`src/rtl/led_array_main.sv`:
```
// LED matrix column scanner with an SPI-loaded 32-column frame buffer.
// Optional one-hot sink-select output o_LED_SINK is built when LED_ARRAY_SINK_EN is defined.
module led_array_main #(
  parameter int P_COLS     = 32,
  parameter int P_SCAN_DIV = 1000
) (
  input  logic        i_CLK,
  input  logic        i_RESET,
  input  logic        i_SPI_CLK,
  input  logic        i_SPI_ENA_n,
  input  logic        i_SPI_DATA,
  input  logic        i_ENA_p,
  output logic [31:0] o_LED,
  output logic        o_TOGGLE_SYNC,
  output logic        o_HEAD_FLAG
`ifdef LED_ARRAY_SINK_EN
  ,
  output logic [31:0] o_LED_SINK
`endif
);

  localparam int              PW       = (P_SCAN_DIV > 1) ? $clog2(P_SCAN_DIV) : 1;
  localparam logic [4:0]      LAST_COL = 5'(P_COLS - 1);
  localparam logic [5:0]      NCOLS    = 6'(P_COLS);
  localparam logic [PW-1:0]   LAST_PRE = PW'(P_SCAN_DIV - 1);

  function automatic logic [5:0] sat_inc(input logic [5:0] v);
    return (v == 6'd33) ? v : v + 6'd1;
  endfunction

  logic [2:0]  sclk_sync;
  logic [2:0]  sena_sync;
  logic [1:0]  sdat_sync;
  logic        sclk_rise;
  logic        sena_fall;
  logic        sena_rise;
  logic        sena_low;
  logic        sdat;

  logic [31:0] shreg;
  logic [5:0]  bit_cnt;
  logic        wr_vld_p0;
  logic [31:0] wr_word_p0;
  logic [2:0]  wr_op;
  logic [4:0]  wr_addr;
  logic        addr_ok;

  logic [31:0] frame_mem [32];
  logic [4:0]  col;
  logic [PW-1:0] presc;
  logic        slot_end_p0;

  // Stage: SPI line synchronizers; reset to idle levels so no false edge is seen.
  always_ff @(posedge i_CLK) begin
    if (i_RESET) begin
      sclk_sync <= 3'b111;
      sena_sync <= 3'b111;
      sdat_sync <= 2'b00;
    end else begin
      sclk_sync <= {sclk_sync[1:0], i_SPI_CLK};
      sena_sync <= {sena_sync[1:0], i_SPI_ENA_n};
      sdat_sync <= {sdat_sync[0], i_SPI_DATA};
    end
  end

  assign sclk_rise = sclk_sync[1] & ~sclk_sync[2];
  assign sena_fall = ~sena_sync[1] & sena_sync[2];
  assign sena_rise = sena_sync[1] & ~sena_sync[2];
  assign sena_low  = ~sena_sync[1];
  assign sdat      = sdat_sync[1];

  // Stage p0: shift register, bit count and frame commit.
  always_ff @(posedge i_CLK) begin
    if (i_RESET) begin
      shreg     <= '0;
      bit_cnt   <= '0;
      wr_vld_p0 <= 1'b0;
    end else begin
      wr_vld_p0 <= sena_rise && (bit_cnt == 6'd32);
      if (sena_fall) begin
        bit_cnt <= '0;
      end else if (sclk_rise && sena_low) begin
        shreg   <= {shreg[30:0], sdat};
        bit_cnt <= sat_inc(bit_cnt);
      end
    end
  end

  always_ff @(posedge i_CLK) begin
    wr_word_p0 <= shreg;
  end

  assign wr_op   = wr_word_p0[31:29];
  assign wr_addr = wr_word_p0[28:24];
  assign addr_ok = {1'b0, wr_addr} < NCOLS;

  // Stage p1: frame buffer write.
  always_ff @(posedge i_CLK) begin
    if (i_RESET) begin
      for (int i = 0; i < 32; i++) frame_mem[i] <= '0;
    end else if (wr_vld_p0 && addr_ok) begin
      case (wr_op)
        3'b000:  frame_mem[wr_addr][23:0]  <= wr_word_p0[23:0];
        3'b001:  frame_mem[wr_addr][31:24] <= wr_word_p0[7:0];
        default: ;
      endcase
    end
  end

  // Stage: column scan; outputs lag col by one clock, so the toggle flip is delayed to match.
  always_ff @(posedge i_CLK) begin
    if (i_RESET) begin
      col           <= '0;
      presc         <= '0;
      slot_end_p0   <= 1'b0;
      o_LED         <= '0;
      o_HEAD_FLAG   <= 1'b0;
      o_TOGGLE_SYNC <= 1'b0;
`ifdef LED_ARRAY_SINK_EN
      o_LED_SINK    <= '0;
`endif
    end else if (!i_ENA_p) begin
      col         <= '0;
      presc       <= '0;
      slot_end_p0 <= 1'b0;
      o_LED       <= '0;
      o_HEAD_FLAG <= 1'b0;
`ifdef LED_ARRAY_SINK_EN
      o_LED_SINK  <= '0;
`endif
    end else begin
      o_LED         <= frame_mem[col];
      o_HEAD_FLAG   <= (col == 5'd0);
      o_TOGGLE_SYNC <= o_TOGGLE_SYNC ^ slot_end_p0;
`ifdef LED_ARRAY_SINK_EN
      o_LED_SINK    <= 32'd1 << col;
`endif
      slot_end_p0   <= (presc == LAST_PRE);
      if (presc == LAST_PRE) begin
        presc <= '0;
        col   <= (col == LAST_COL) ? 5'd0 : col + 5'd1;
      end else begin
        presc <= presc + 1'b1;
      end
    end
  end

endmodule

```
`config.mk`:
```
export PLATFORM = sky130hd
export DESIGN_NAME = led_array_main
export DESIGN_NICKNAME = d
export VERILOG_FILES = /design/src/rtl/led_array_main.sv
export SDC_FILE = /design/constraint.sdc
export NUM_CORES = 2
export LEC_CHECK = 0
export ABC_CLOCK_PERIOD_IN_PS = 5400
export BUFFER_PORTS_ARGS = -buffer_cell sky130_fd_sc_hd__buf_2
export CAP_MARGIN = 40
export CORE_MARGIN = 5
export CORE_UTILIZATION = 50
export DETAILED_ROUTE_END_ITERATION = 8
export HOLD_SLACK_MARGIN = 0.06
export PLACE_DENSITY = 0.75
export SYNTH_ARGS = -nofsm -noshare
export SYNTH_HDL_FRONTEND = slang
export SYNTH_SLANG_ARGS = --single-unit
export TNS_END_PERCENT = 5
```
`constraint.sdc`:
```
create_clock -name i_CLK -period 5.4 [get_ports i_CLK]
set_clock_uncertainty 0.15 [all_clocks]
set_input_delay 0.27 -clock i_CLK [delete_from_list [all_inputs] [get_ports i_CLK]]
set_output_delay 0.27 -clock i_CLK [all_outputs]
set_load 0.005 [all_outputs]
```
==> flow_summary.json <==
{
  "grt_max_degree": 93,
  "fmax_mhz": 285.4,
  "grt-ovfl-total": 0,
  "syn-num-nets": 3600,
  "clock_path_buffers": 3,
  "async_flop_share": 0,
  "clockRootBuffer": "clkbuf_16",
  "arrival_ns": 3.67,
  "routed_wl_mm": 125.6,
  "ant_nets": 0,
  "synthDistinctLibCells": 43,
  "timing.final.hold_violations": 0,
  "p_sw_frac": 0.2045,
  "track_usage": 0.2295,
  "clock-sinks": 1153,
  "final_cell_area_um2": 55970,
  "dieArea_um2": 107900,
  "yosysTopAreaCellShare": 0.6063,
  "slowest_delay_ns": 0.83,
  "crit_path_start_kind": "flip-flop",
  "rsz0062_at_grt": "false",
  "core_um2": 100400,
  "timing.rr.start": "wr_word_p0[30]",
  "synth_edf_count": 1024,
  "cap_violations": 0,
  "htree_levels": 3,
  "cts_tree": "yes",
  "ys.flop_type": "edfxtp_1",
  "syn_area_um2": 50720,
  "slew_headroom": 0.3495,
  "grt_use_met3": 0.04291,
  "gr-usage-met2": 0.3766,
  "path_clk_slew_ns": 0.06,
  "drc": 0,
  "mostFrequentLayoutCell": "and2_1",
  "path_buf_inv": 0,
  "fp-row-count": 116,
  "worstSkewPairLatency_ns": 0.72,
  "slowest_stage": "nor2_2",
  "required_ns": 5.56,
  "fin_tns_setup_ns": 0,
  "synth_area_per_cell_um2": 14.14,
  "p_int_w": 0.01439,
  "seq_power_share": 0.554,
  "min_from": "i_SPI_DATA",
  "status": "finished clean",
  "power_density_nw_per_um2": 323.2,
  "gp_congestion": 0.9197,
  "cts_setup_buffers": 0,
  "ir_drop_v": 0.0002620,
  "crit_type": "flip-flop to flip-flop",
  "worstMarginPinSlew_ns": 0.9757,
  "setup_violations": 0,
  "use_met1": 0.3101,
  "die_height_um": 328.5,
  "power_w": 0.01809,
  "dp_hpwl_mm": 78.34,
  "synth_area_leader_cell": "edfxtp_1",
  "grt_pass1_wl_mm": 183.8,
  "fin_nets": 3514,
  "grt_pass1_vias": 28510,
  "ys_seq_area_frac": 0.6572,
  "num_vias": 28930,
  "numPortBuffers": 39,
  "io_pins": 40,
  "p_clk_frac": 0.426,
  "routedWlPerCell_um": 25.34,
  "crit_family": "simple AND/OR/NAND/NOR gates",
  "p_leak_nw": 19.62,
  "drt_iter0_markers": 3297,
  "synth-seq-cells": 1153,
  "maxSlewViolCount": 0,
  "drive_above_1_share": 0.1485,
  "mostFrequentLayoutCells": "and2_1 (1,027), edfxtp_1 (1,024), mux2i_1 (255)",
  "ctsResizeCount": 0,
  "holdPathStages": 3,
  "critPathCaptureType": "flip-flop",
  "firstDrtPassIters": 5,
  "period_minus_slack_ns": 3.504,
  "areaGrowthSynthToFinish_pct": 10.36,
  "die_w_um": 328.5,
  "syn_inst": 3587,
  "r2r_end": "frame_mem[26][5]",
  "cp_cell_sequence": "nor4b_4, nand3b_2, nor2_2, or2_2",
  "min_to": "sdat_sync[0]",
  "holdCritPathClass": "primary input to flip-flop",
  "p_switching_w": 0.003700,
  "cts_buffers": 111,
  "yosys-top-cells-area": "edfxtp_1 (61%), and2_1 (13%), mux4_2 (5.8%), dfxtp_1 (5.1%), mux2i_1 (5.0%)",
  "viasPerCell": 5.838,
  "r2r_cells": 4,
  "initial_core_util": 0.5050,
  "postPlaceCellArea_um2": 52290,
  "fin_crit_sh": 0.6488,
  "cts_hold_buffers": 4,
  "critPathMaxFanout": 25,
  "antenna_found_initial": 4,
  "grt-busiest-layer": "met2",
  "combinationalPowerShare": 0.020,
  "ys_warn_count": 0,
  "rrSetupSlack_ns": 1.90
}
registers in the layout, summed over array words and instances, names as in the netlist, 2 cells and up:
register    flops
sclk_sync       3
frame_mem    1024
presc          10
wr_word_p0     32
o_LED          32
sena_sync       3
sdat_sync       2
col             5
bit_cnt         6
shreg          32
how the worst max path moves through the flow:
stage,start,to,slack (ns),cells after the start
floorplan,wr_word_p0[30],frame_mem[27][0],3.08,4
global placement,i_RESET,frame_mem[9][14],1.68,5
detailed placement,i_RESET,frame_mem[9][14],1.55,5
CTS,wr_word_p0[30],frame_mem[9][19],1.94,4
global route,wr_word_p0[30],frame_mem[26][18],1.78,4
finish,wr_word_p0[30],frame_mem[26][5],1.90,4
worst register-to-register path, delay by kind of cell (launching register included):
family,cells,cell delay [ns]
simple gates,4,2.65
flops,1,0.32
power by group through the flow:
stage                     Sequential (W)  Combinational [W]  Clock (W)
after floorplan                   0.0102           0.000246          0
after global placement            0.0102           0.000357          0
after detailed placement          0.0102           0.000367          0
after CTS                         0.0100           0.000371    0.00777
after global routing              0.0100           0.000393    0.00813
final                             0.0100           0.000367    0.00770
layer usage:
layer | up-vias | wire [µm]
met3 | 233 | 12010
met5 | - | 13
li1 | 12810 | -
met2 | 1318 | 60460
met4 | 2 | 4583
met1 | 14570 | 48490
cell usage after synthesis, types with 8 or more instances:
master and instances:
a21oi_1 37, a22oi_1 126, a31oi_1 63, and2_1 1029, and3_1 65, buf_1 21
buf_2 38, clkbuf_1 238, clkbuf_2 16, dfxtp_1 129, edfxtp_1 1024, inv_1 8
mux2i_1 255, mux4_2 130, nand2_1 75, nand3_1 74, nand4_1 36, nor2_1 82
nor2_4 8, or2_2 70
stage by stage:
stage                     hold slack (ns)  utilization  setup slack, ns  instances
after floorplan                    0.1806            -            3.081       3587
after CTS                          0.1369       0.5573            1.938       4954
after global placement             0.1929       0.5172            1.680       4726
after detailed placement           0.1948       0.5206            1.550       4741
final                              0.1769       0.5573            1.896       4955
after global routing               0.1816       0.5573            1.780       4954
logic make-up after synthesis:
kind of cell             after synthesis  share of synthesized area
XOR/XNOR                              13                   0.002245
AO/OA/AOI/OAI                        231                    0.03069
flip-flops                          1153                     0.6572
multiplexers                         385                     0.1080
AND/OR/NAND/NOR                     1477                     0.1750
buffers and inverters                321                    0.02509
adder cells (fa/ha/maj)                7                   0.001727
layout make-up:
type / instances / area, µm²
sequential: 1153 / 33370
clock buffer: 150 / 3068
multi-input combinational: 2113 / 16180
clock inverter: 59 / 576.8
antenna: 1 / 2.502
timing repair buffer: 114 / 1047
inverter: 8 / 30.03
fill: 7809 / 44460
tap: 1357 / 1698
(Power assumes the default switching activity.)
